## config.mk

```make
export PLATFORM = sky130hd
export DESIGN_NAME = const_div_seq_flat
export DESIGN_NICKNAME = d
export VERILOG_FILES = /design/src/rtl/const_div_seq_if.sv /design/src/rtl/const_div_seq.sv /design/src/flat_wrapper.sv
export SDC_FILE = /design/constraint.sdc
export NUM_CORES = 1
export LEC_CHECK = 0
export CAP_MARGIN = 25
export CELL_PAD_IN_SITES_DETAIL_PLACEMENT = 1
export CELL_PAD_IN_SITES_GLOBAL_PLACEMENT = 1
export CORE_MARGIN = 4
export CORE_UTILIZATION = 36
export CTS_CLUSTER_SIZE = 25
export DETAILED_ROUTE_END_ITERATION = 8
export PLACE_DENSITY_LB_ADDON = 0.1
export SETUP_SLACK_MARGIN = 0.3
export SLEW_MARGIN = 40
export SYNTH_ARGS = -nofsm -noshare
export SYNTH_HDL_FRONTEND = slang
export SYNTH_SLANG_ARGS = --single-unit
```

## constraint.sdc

```tcl
create_clock -name clk -period 2.5 [get_ports clk]
set_input_delay 0.75 -clock clk [delete_from_list [all_inputs] [get_ports clk]]
set_output_delay 0.75 -clock clk [all_outputs]
set_load 0.03 [all_outputs]
```

## src/rtl/const_div_seq_if.sv

```systemverilog
// const_div_seq_if: dividend request and quotient/remainder response channels.
// master drives in_valid/in_dividend/out_ready; slave drives in_ready/out_*.
`timescale 1ns/1ps
interface const_div_seq_if #(
  parameter int WIDTH = 16,
  parameter int RW    = 4
);
  logic             in_valid;
  logic             in_ready;
  logic [WIDTH-1:0] in_dividend;
  logic             out_valid;
  logic             out_ready;
  logic [WIDTH-1:0] out_quot;
  logic [RW-1:0]    out_rem;

  modport master (
    output in_valid,
    output in_dividend,
    output out_ready,
    input  in_ready,
    input  out_valid,
    input  out_quot,
    input  out_rem
  );

  modport slave (
    input  in_valid,
    input  in_dividend,
    input  out_ready,
    output in_ready,
    output out_valid,
    output out_quot,
    output out_rem
  );
endinterface

```

## src/rtl/const_div_seq.sv

```systemverilog
// const_div_seq: sequential divide by constant DIVISOR, CHUNK bits per cycle.
// Ports: clk, rst (sync, active-high), bus (slave handshake), busy.
`timescale 1ns/1ps
module const_div_seq #(
  parameter int WIDTH   = 16,
  parameter int DIVISOR = 11,
  parameter int CHUNK   = 2
) (
  input  logic            clk,
  input  logic            rst,
  const_div_seq_if.slave  bus,
  output logic            busy
);

  localparam int RW    = $clog2(DIVISOR);
  localparam int STEPS = WIDTH / CHUNK;
  localparam int CW    = (STEPS > 1) ? $clog2(STEPS) : 1;
  localparam int TW    = RW + CHUNK;
  localparam int ND    = 2 ** CHUNK;

  typedef enum logic [1:0] {
    S_IDLE,
    S_RUN,
    S_DONE
  } state_t;

  state_t           r_state;
  state_t           w_state_nxt;
  logic [WIDTH-1:0] r_opd;
  logic [WIDTH-1:0] r_quot;
  logic [RW-1:0]    r_rem;
  logic [CW-1:0]    r_cnt;

  logic [TW-1:0]    w_t;
  logic [CHUNK-1:0] w_q;
  logic [RW-1:0]    w_rem;
  logic             w_acc;
  logic             w_step;
  logic             w_in_ready;
  logic             w_out_valid;
  logic             w_busy;

  // k*DIVISOR folded at elaboration; always fits TW since
  // k*DIVISOR < ND*DIVISOR <= 2**TW.
  function automatic logic [TW-1:0] kmul(input int k);
    return TW'(k * DIVISOR);
  endfunction

  assign w_t = {r_rem, r_opd[WIDTH-1 -: CHUNK]};

  // Compare/subtract chain: the largest k with t >= k*DIVISOR
  // wins because later iterations override earlier ones.
  always_comb begin
    w_q   = '0;
    w_rem = w_t[RW-1:0];
    for (int k = 1; k < ND; k++) begin
      if (w_t >= kmul(k)) begin
        w_q   = CHUNK'(k);
        w_rem = RW'(w_t - kmul(k));
      end
    end
  end

  always_ff @(posedge clk) begin
    if (rst) begin
      r_state <= S_IDLE;
    end else begin
      r_state <= w_state_nxt;
    end
  end

  always_comb begin
    w_state_nxt = r_state;
    w_in_ready  = 1'b0;
    w_out_valid = 1'b0;
    w_busy      = 1'b1;
    w_acc       = 1'b0;
    w_step      = 1'b0;
    unique case (r_state)
      S_IDLE: begin
        w_in_ready = 1'b1;
        w_busy     = 1'b0;
        if (bus.in_valid) begin
          w_acc       = 1'b1;
          w_state_nxt = S_RUN;
        end
      end
      S_RUN: begin
        w_step = 1'b1;
        if (r_cnt == '0) begin
          w_state_nxt = S_DONE;
        end
      end
      S_DONE: begin
        w_out_valid = 1'b1;
        if (bus.out_ready) begin
          w_state_nxt = S_IDLE;
        end
      end
      default: begin
        w_state_nxt = S_IDLE;
      end
    endcase
  end

  always_ff @(posedge clk) begin
    if (rst) begin
      r_opd  <= '0;
      r_quot <= '0;
      r_rem  <= '0;
      r_cnt  <= '0;
    end else if (w_acc) begin
      r_opd  <= bus.in_dividend;
      r_quot <= '0;
      r_rem  <= '0;
      r_cnt  <= CW'(STEPS - 1);
    end else if (w_step) begin
      r_opd  <= r_opd << CHUNK;
      r_quot <= (r_quot << CHUNK) | WIDTH'(w_q);
      r_rem  <= w_rem;
      if (r_cnt != '0) begin
        r_cnt <= r_cnt - CW'(1);
      end
    end
  end

  assign bus.in_ready  = w_in_ready;
  assign bus.out_valid = w_out_valid;
  assign bus.out_quot  = r_quot;
  assign bus.out_rem   = r_rem;
  assign busy          = w_busy;

endmodule

```

## src/flat_wrapper.sv

```systemverilog
// flat-port wrapper written by rule: the top's interface ports become plain ports
module const_div_seq_flat 
#(
  parameter int WIDTH   = 16,
  parameter int DIVISOR = 11,
  parameter int CHUNK   = 2
)
  (clk, rst, busy, bus_in_valid, bus_in_dividend, bus_out_ready, bus_in_ready, bus_out_valid, bus_out_quot, bus_out_rem);
  const_div_seq_if #(.WIDTH(WIDTH), .RW(4)) bus_i ();
  input  logic clk;
  input  logic rst;
  output logic busy;
  input wire logic [$bits(bus_i.in_valid)-1:0] bus_in_valid;
  input wire logic [$bits(bus_i.in_dividend)-1:0] bus_in_dividend;
  input wire logic [$bits(bus_i.out_ready)-1:0] bus_out_ready;
  output wire logic [$bits(bus_i.in_ready)-1:0] bus_in_ready;
  output wire logic [$bits(bus_i.out_valid)-1:0] bus_out_valid;
  output wire logic [$bits(bus_i.out_quot)-1:0] bus_out_quot;
  output wire logic [$bits(bus_i.out_rem)-1:0] bus_out_rem;
  assign bus_i.in_valid = bus_in_valid;
  assign bus_i.in_dividend = bus_in_dividend;
  assign bus_i.out_ready = bus_out_ready;
  assign bus_in_ready = bus_i.in_ready;
  assign bus_out_valid = bus_i.out_valid;
  assign bus_out_quot = bus_i.out_quot;
  assign bus_out_rem = bus_i.out_rem;
  const_div_seq #(.WIDTH(WIDTH), .DIVISOR(DIVISOR), .CHUNK(CHUNK)) u_core (.clk(clk), .rst(rst), .bus(bus_i), .busy(busy));
endmodule
```

---- Word-level counts from Yosys, hierarchy flattened ----
Index checks and enable logic that the tools add are counted.
storage, ports and cells
  register bits ........................... 41
  input bits .............................. 20
  output and inout port bits .............. 23
  word-level logic and storage cells ...... 47
operators by class
  $add $sub $neg .......................... 4
  $lt $le $gt $ge ......................... 3
  equality and inequality tests ........... 5
  muxes and demuxes ....................... 21
  bitwise gates (word level) .............. 1
  reductions and logical operators ........ 8
operators by type and width
  operator                                                                 count
  16-bit two-way mux                                                       2
  16-bit by 2-bit bitwise OR with 16-bit output                            1
  4-bit two-way mux                                                        3
  2-bit two-way mux                                                        5
  3-bit two-way mux                                                        3
  1-bit two-way mux                                                        7
  6-bit by 4-bit >= comparator with 1-bit output, second input constant    1
  6-bit by 5-bit >= comparator with 1-bit output, second input constant    1
  6-bit >= comparator, second input constant                               1
  2-bit case mux with 3 select lines                                       1
  2-bit inequality test, second input constant                             2
  2-bit nonzero test                                                       2
  4-bit by 1-bit subtractor with 4-bit output, second input constant       1
  4-bit by 3-bit subtractor with 4-bit output, second input constant       1
  4-bit subtractor, second input constant                                  1
  3-bit logical NOT                                                        1
  3-bit AND reduction                                                      1
  3-bit nonzero test                                                       1
  3-bit by 1-bit subtractor with 3-bit output, second input constant       1
  2-bit by 1-bit == test with 1-bit output, second input constant          1
  2-bit == test, second input constant                                     1
  2-bit logical NOT                                                        1
  2-bit by 1-bit inequality test with 1-bit output, second input constant  1
  2-bit AND reduction                                                      1
  2-bit OR reduction                                                       1

---- Longest topological paths before layout ----
  depth in word-level cells ............... 5
  mapped depth ............................ 9
  mapped depth without buffers ............ 8

---- Worst setup path after synthesis ----
OpenSTA, ideal clock, no wires.
  kind .................................... register to register
  from .................................... reg u_core.r_opd[15]
  to ...................................... reg u_core.r_rem[3] (netlist: u_core.bus.out_rem[3])
  data arrival time ....................... 1812 ps
  setup slack ............................. 555 ps
  stages on the path, launching flop included .. 9
  buffers on the path ..................... 0
  clock period less this slack ............ 1945 ps
  path through ............................ dfxtp_1 inv_1 ha_1 or4b_4 o21ai_4 o21a_1 a21oi_2 xnor2_1 a21oi_1
between the ends
  longest elaborated chain between the ends .. 4
RTL lines
  what                                                                                RTL line                                  RTL
  from (decl)                                                                         const_div_seq.sv:29                       logic [WIDTH-1:0] r_opd;
  from (signal assigned)                                                              const_div_seq.sv:113                      r_opd <= bus.in_dividend;
  from (signal assigned)                                                              const_div_seq.sv:118                      r_opd <= r_opd << CHUNK;
  6-bit by 4-bit >= comparator with 1-bit output or 4-bit subtractor (tied branches)  const_div_seq.sv:57, const_div_seq.sv:59
  4-bit two-way mux (2 in a row)                                                      const_div_seq.sv:57                       if (w_t >= kmul(k)) begin
  4-bit two-way mux *                                                                 const_div_seq.sv:57
  to (signal assigned)                                                                const_div_seq.sv:120                      r_rem <= w_rem;
  to (decl)                                                                           const_div_seq.sv:31                       logic [RW-1:0] r_rem;
Mark *: on every way between the ends. The rest lies on a longest branch, timed or not.
A chain may end at the register's enable or synchronous reset.

---- Final worst setup path ----
  from .................................... reg u_core.r_quot[0] (netlist: u_core.bus.out_quot[0])
  to ...................................... out bus_out_quot[0]
RTL lines
  what                    RTL line              RTL
  from (decl)             const_div_seq.sv:30   logic [WIDTH-1:0] r_quot;
  from (signal assigned)  const_div_seq.sv:119  r_quot <= (r_quot << CHUNK) | WIDTH'(w_q);
  to (decl)               flat_wrapper.sv:18    output wire logic [$bits(bus_i.out_quot)-1:0] bus_out_quot;
No word-level cell between the ends.

==> flow_metrics.py <==
metrics = {
    "sta": {
        "drv_slew": 0,
        "min_period_ps": 2120,
        "setup_viol": 0,
        "hold_viol_final": 0,
        "period_share": 0.847,
        "skew_ps": 7.85,
        "tightest_slew_ps": 551,
        "rsz0062_at_grt": "no",
        "fmax_mhz": 472,
        "tns_ps": 0,
        "max_slew_margin": 0.633,
    },
    "yosys": {
        "synthArstFlopShare": 0,
        "ys.flop_type": "dfxtp_1",
        "yosysWarnings": 0,
        "yosysSeqAreaShare": 0.442,
        "synthCells": 229,
        "ys_ff_latch": 41,
        "synth_common_cells": "nand2_1 (55), dfxtp_1 (41), a21oi_1 (36), a22oi_1 (15), nor2_1 (11)",
        "yosys.area.top_type": "dfxtp_1",
        "synthTopCellsByArea": "dfxtp_1 (44%), nand2_1 (11%), a21oi_1 (9.7%)",
        "synth_fp_nets": 259,
        "synth.distinct_cells": 31,
        "synth_edf_count": 0,
        "synthesis.area_mm2": 0.00186,
        "synth.most_common_cell": "nand2_1",
        "synth_top_area_share": 0.442,
        "avgSynthCellArea_um2": 8.11,
    },
    "global_routing": {
        "grt_max_degree": 37,
        "grt_pass1_wl_um": 8140,
        "global_route.usage.met1": 0.213,
        "met3_usage": 0.0418,
        "grt-ovfl-total": 0,
        "met2_usage": 0.255,
        "grt_usage": 0.158,
        "antenna_found_initial": 0,
        "grt_pass1_vias": 1694,
        "top_usage_layer": "met2",
    },
    "clocking": {
        "post-cts-setup-buffers": 0,
        "cts_root_buf": "clkbuf_8",
        "ctsResizeCount": 8,
        "clockBufferDepth": 2,
        "cts_tree": "done",
        "numCtsBuffers": 5,
        "clk_latency_ps": 290,
        "path_clk_slew_ps": 80,
        "htree_num_levels": 2,
        "postCtsHoldBufs": 0,
        "cts_sinks": 41,
    },
    "place": {
        "gp_congestion": 0.769,
        "placed_area_mm2": 0.00236,
        "hpwlAfterDp_um": 3240,
        "io_buffers": 42,
    },
    "power_and_ir_drop": {
        "total_power_w": 0.00151,
        "vdd_drop_max_mv": 0.344,
        "power.density_mw_per_mm2": 616,
        "leakagePower_nw": 0.914,
    },
    "setup_path": {
        "crit_chain": "clkdlybuf4s50_1",
        "cp_max_fo": 3,
        "critPathBufInv": 1,
        "end_kind": "output port",
        "critPathKind": "flip-flop to output port",
        "slowest_stage": "clkdlybuf4s50_1",
        "cp-start-kind": "flip-flop",
        "required_ps": 1750,
        "worstPathArrival_ps": 1370,
        "cp_slowest_stage_delay_ps": 700,
        "crit_family": "buffers and inverters",
    },
    "die": {
        "dieArea_mm2": 0.00637,
        "dieHeight_um": 79.8,
        "rows": 25,
        "start_util": 0.383,
        "coreArea_mm2": 0.00485,
        "pin_count": 43,
        "die_w_um": 79.8,
    },
    "job": {
        "cap_viol_max_count": 0,
    },
    "detailed_routing": {
        "drt_iter0_drc": 81,
        "dr.pass1.iters": 4,
        "via_per_inst": 5.01,
        "wl_per_cell_um": 13.7,
        "dr_total_vias": 1694,
        "drt-total-wl_um": 4650,
        "drc": 0,
        "antenna_left": 0,
    },
    "finish": {
        "seqCellArea_um2": 822,
        "diodes": 0,
        "multi_input_area_um2": 955,
        "final_nets": 300,
        "num-fill-cells": 588,
        "fin_area_mm2": 0.00245,
        "syn2layout_area_growth_pct": 31.7,
        "drive_above_1_share": 0.0849,
        "utilization": 0.505,
    },
    "run_status": {
        "status": "complete, no violations",
    },
    "worst_hold_path": {
        "hp-class": "flip-flop to flip-flop",
    },
}
cells in the final DEF (no fill, tap or decap), drive strengths merged, types with 4 or more instances in the layout:
cell type | netlist | routed
nor2 | 11 | 11
clkdlybuf4s50 | 0 | 35
clkbuf | 12 | 6
a21oi | 38 | 38
dfxtp | 41 | 41
o21ai | 8 | 8
a22oi | 15 | 15
ha | 10 | 10
dlygate4sd2 | 0 | 7
buf | 3 | 7
nand2 | 55 | 55
nand3 | 5 | 5
xnor2 | 4 | 4
inv | 7 | 7
kinds of logic (layout without fill, tap and decap cells):
group | count (synthesis) | count (layout) | share of synthesized area
AOI/OAI and AO/OA | 71 | 71 | 0.240
xor gates and xnor gates | 5 | 5 | 0.0236
adders and majority gates | 10 | 10 | 0.0673
buffers and inverters | 22 | 64 | 0.0471
DFF | 41 | 41 | 0.442
and+or+nand+nor | 80 | 80 | 0.180
through the flow:
stage               hold slack [ps]  instances  worst slack [ps]
CTS                             461        338               347
detailed placement              450        330               294
global route                    482        338               315
floorplan                       437        229               555
finish                          457        338               382
global placement                444        330               156
report_power, final:
group          internal (W)  total, W  switching (W)
Clock              0.000224  0.000458       0.000234
Sequential         0.000692  0.000729      0.0000372
Combinational      0.000132  0.000321       0.000189
Total               0.00105   0.00151       0.000461
path summary, 6_finish.rpt:
check,endpoint,cells after the start,slack [ps],start
worst min register to register,u_core.r_opd[9]$_SDFFE_PP0P_,2,460,u_core.r_opd[9]$_SDFFE_PP0P_
worst max-delay path,bus_out_quot[0],1,380,u_core.bus.out_quot[0]$_SDFFE_PP0N_
worst max register to register,u_core.bus.out_rem[3]$_SDFFE_PP0N_,8,440,u_core.r_opd[15]$_SDFFE_PP0P_
worst min-delay path,u_core.r_opd[9]$_SDFFE_PP0P_,2,460,u_core.r_opd[9]$_SDFFE_PP0P_
layer usage:
layer / wire length, um / part of all wire
met1: 2250 / 0.48
met2: 2150 / 0.46
met3: 222 / 0.048
met5: 0 / 0
met4: 24 / 0.0052
registers in the layout, indices dropped and copies added (netlist names):
name,count
u_core.r_state,2
u_core.r_cnt,3
u_core.bus.out_quot,16
u_core.bus.out_rem,4
u_core.r_opd,16
layout make-up:
type / count / area share
multi-input cells: 166 / 0.390
flip-flops and latches: 41 / 0.336
clock buffers: 6 / 0.0337
repair buffers: 49 / 0.190
well taps: 67 / 0.0343
clock inverters: 2 / 0.00562
inverters: 7 / 0.0107
tightest hold or removal path, cell delays in order (launching register included):
cell and delay (ps):
dfxtp_1 310, nand2_1 50, a21oi_1 50
(Power assumes the default switching activity.)
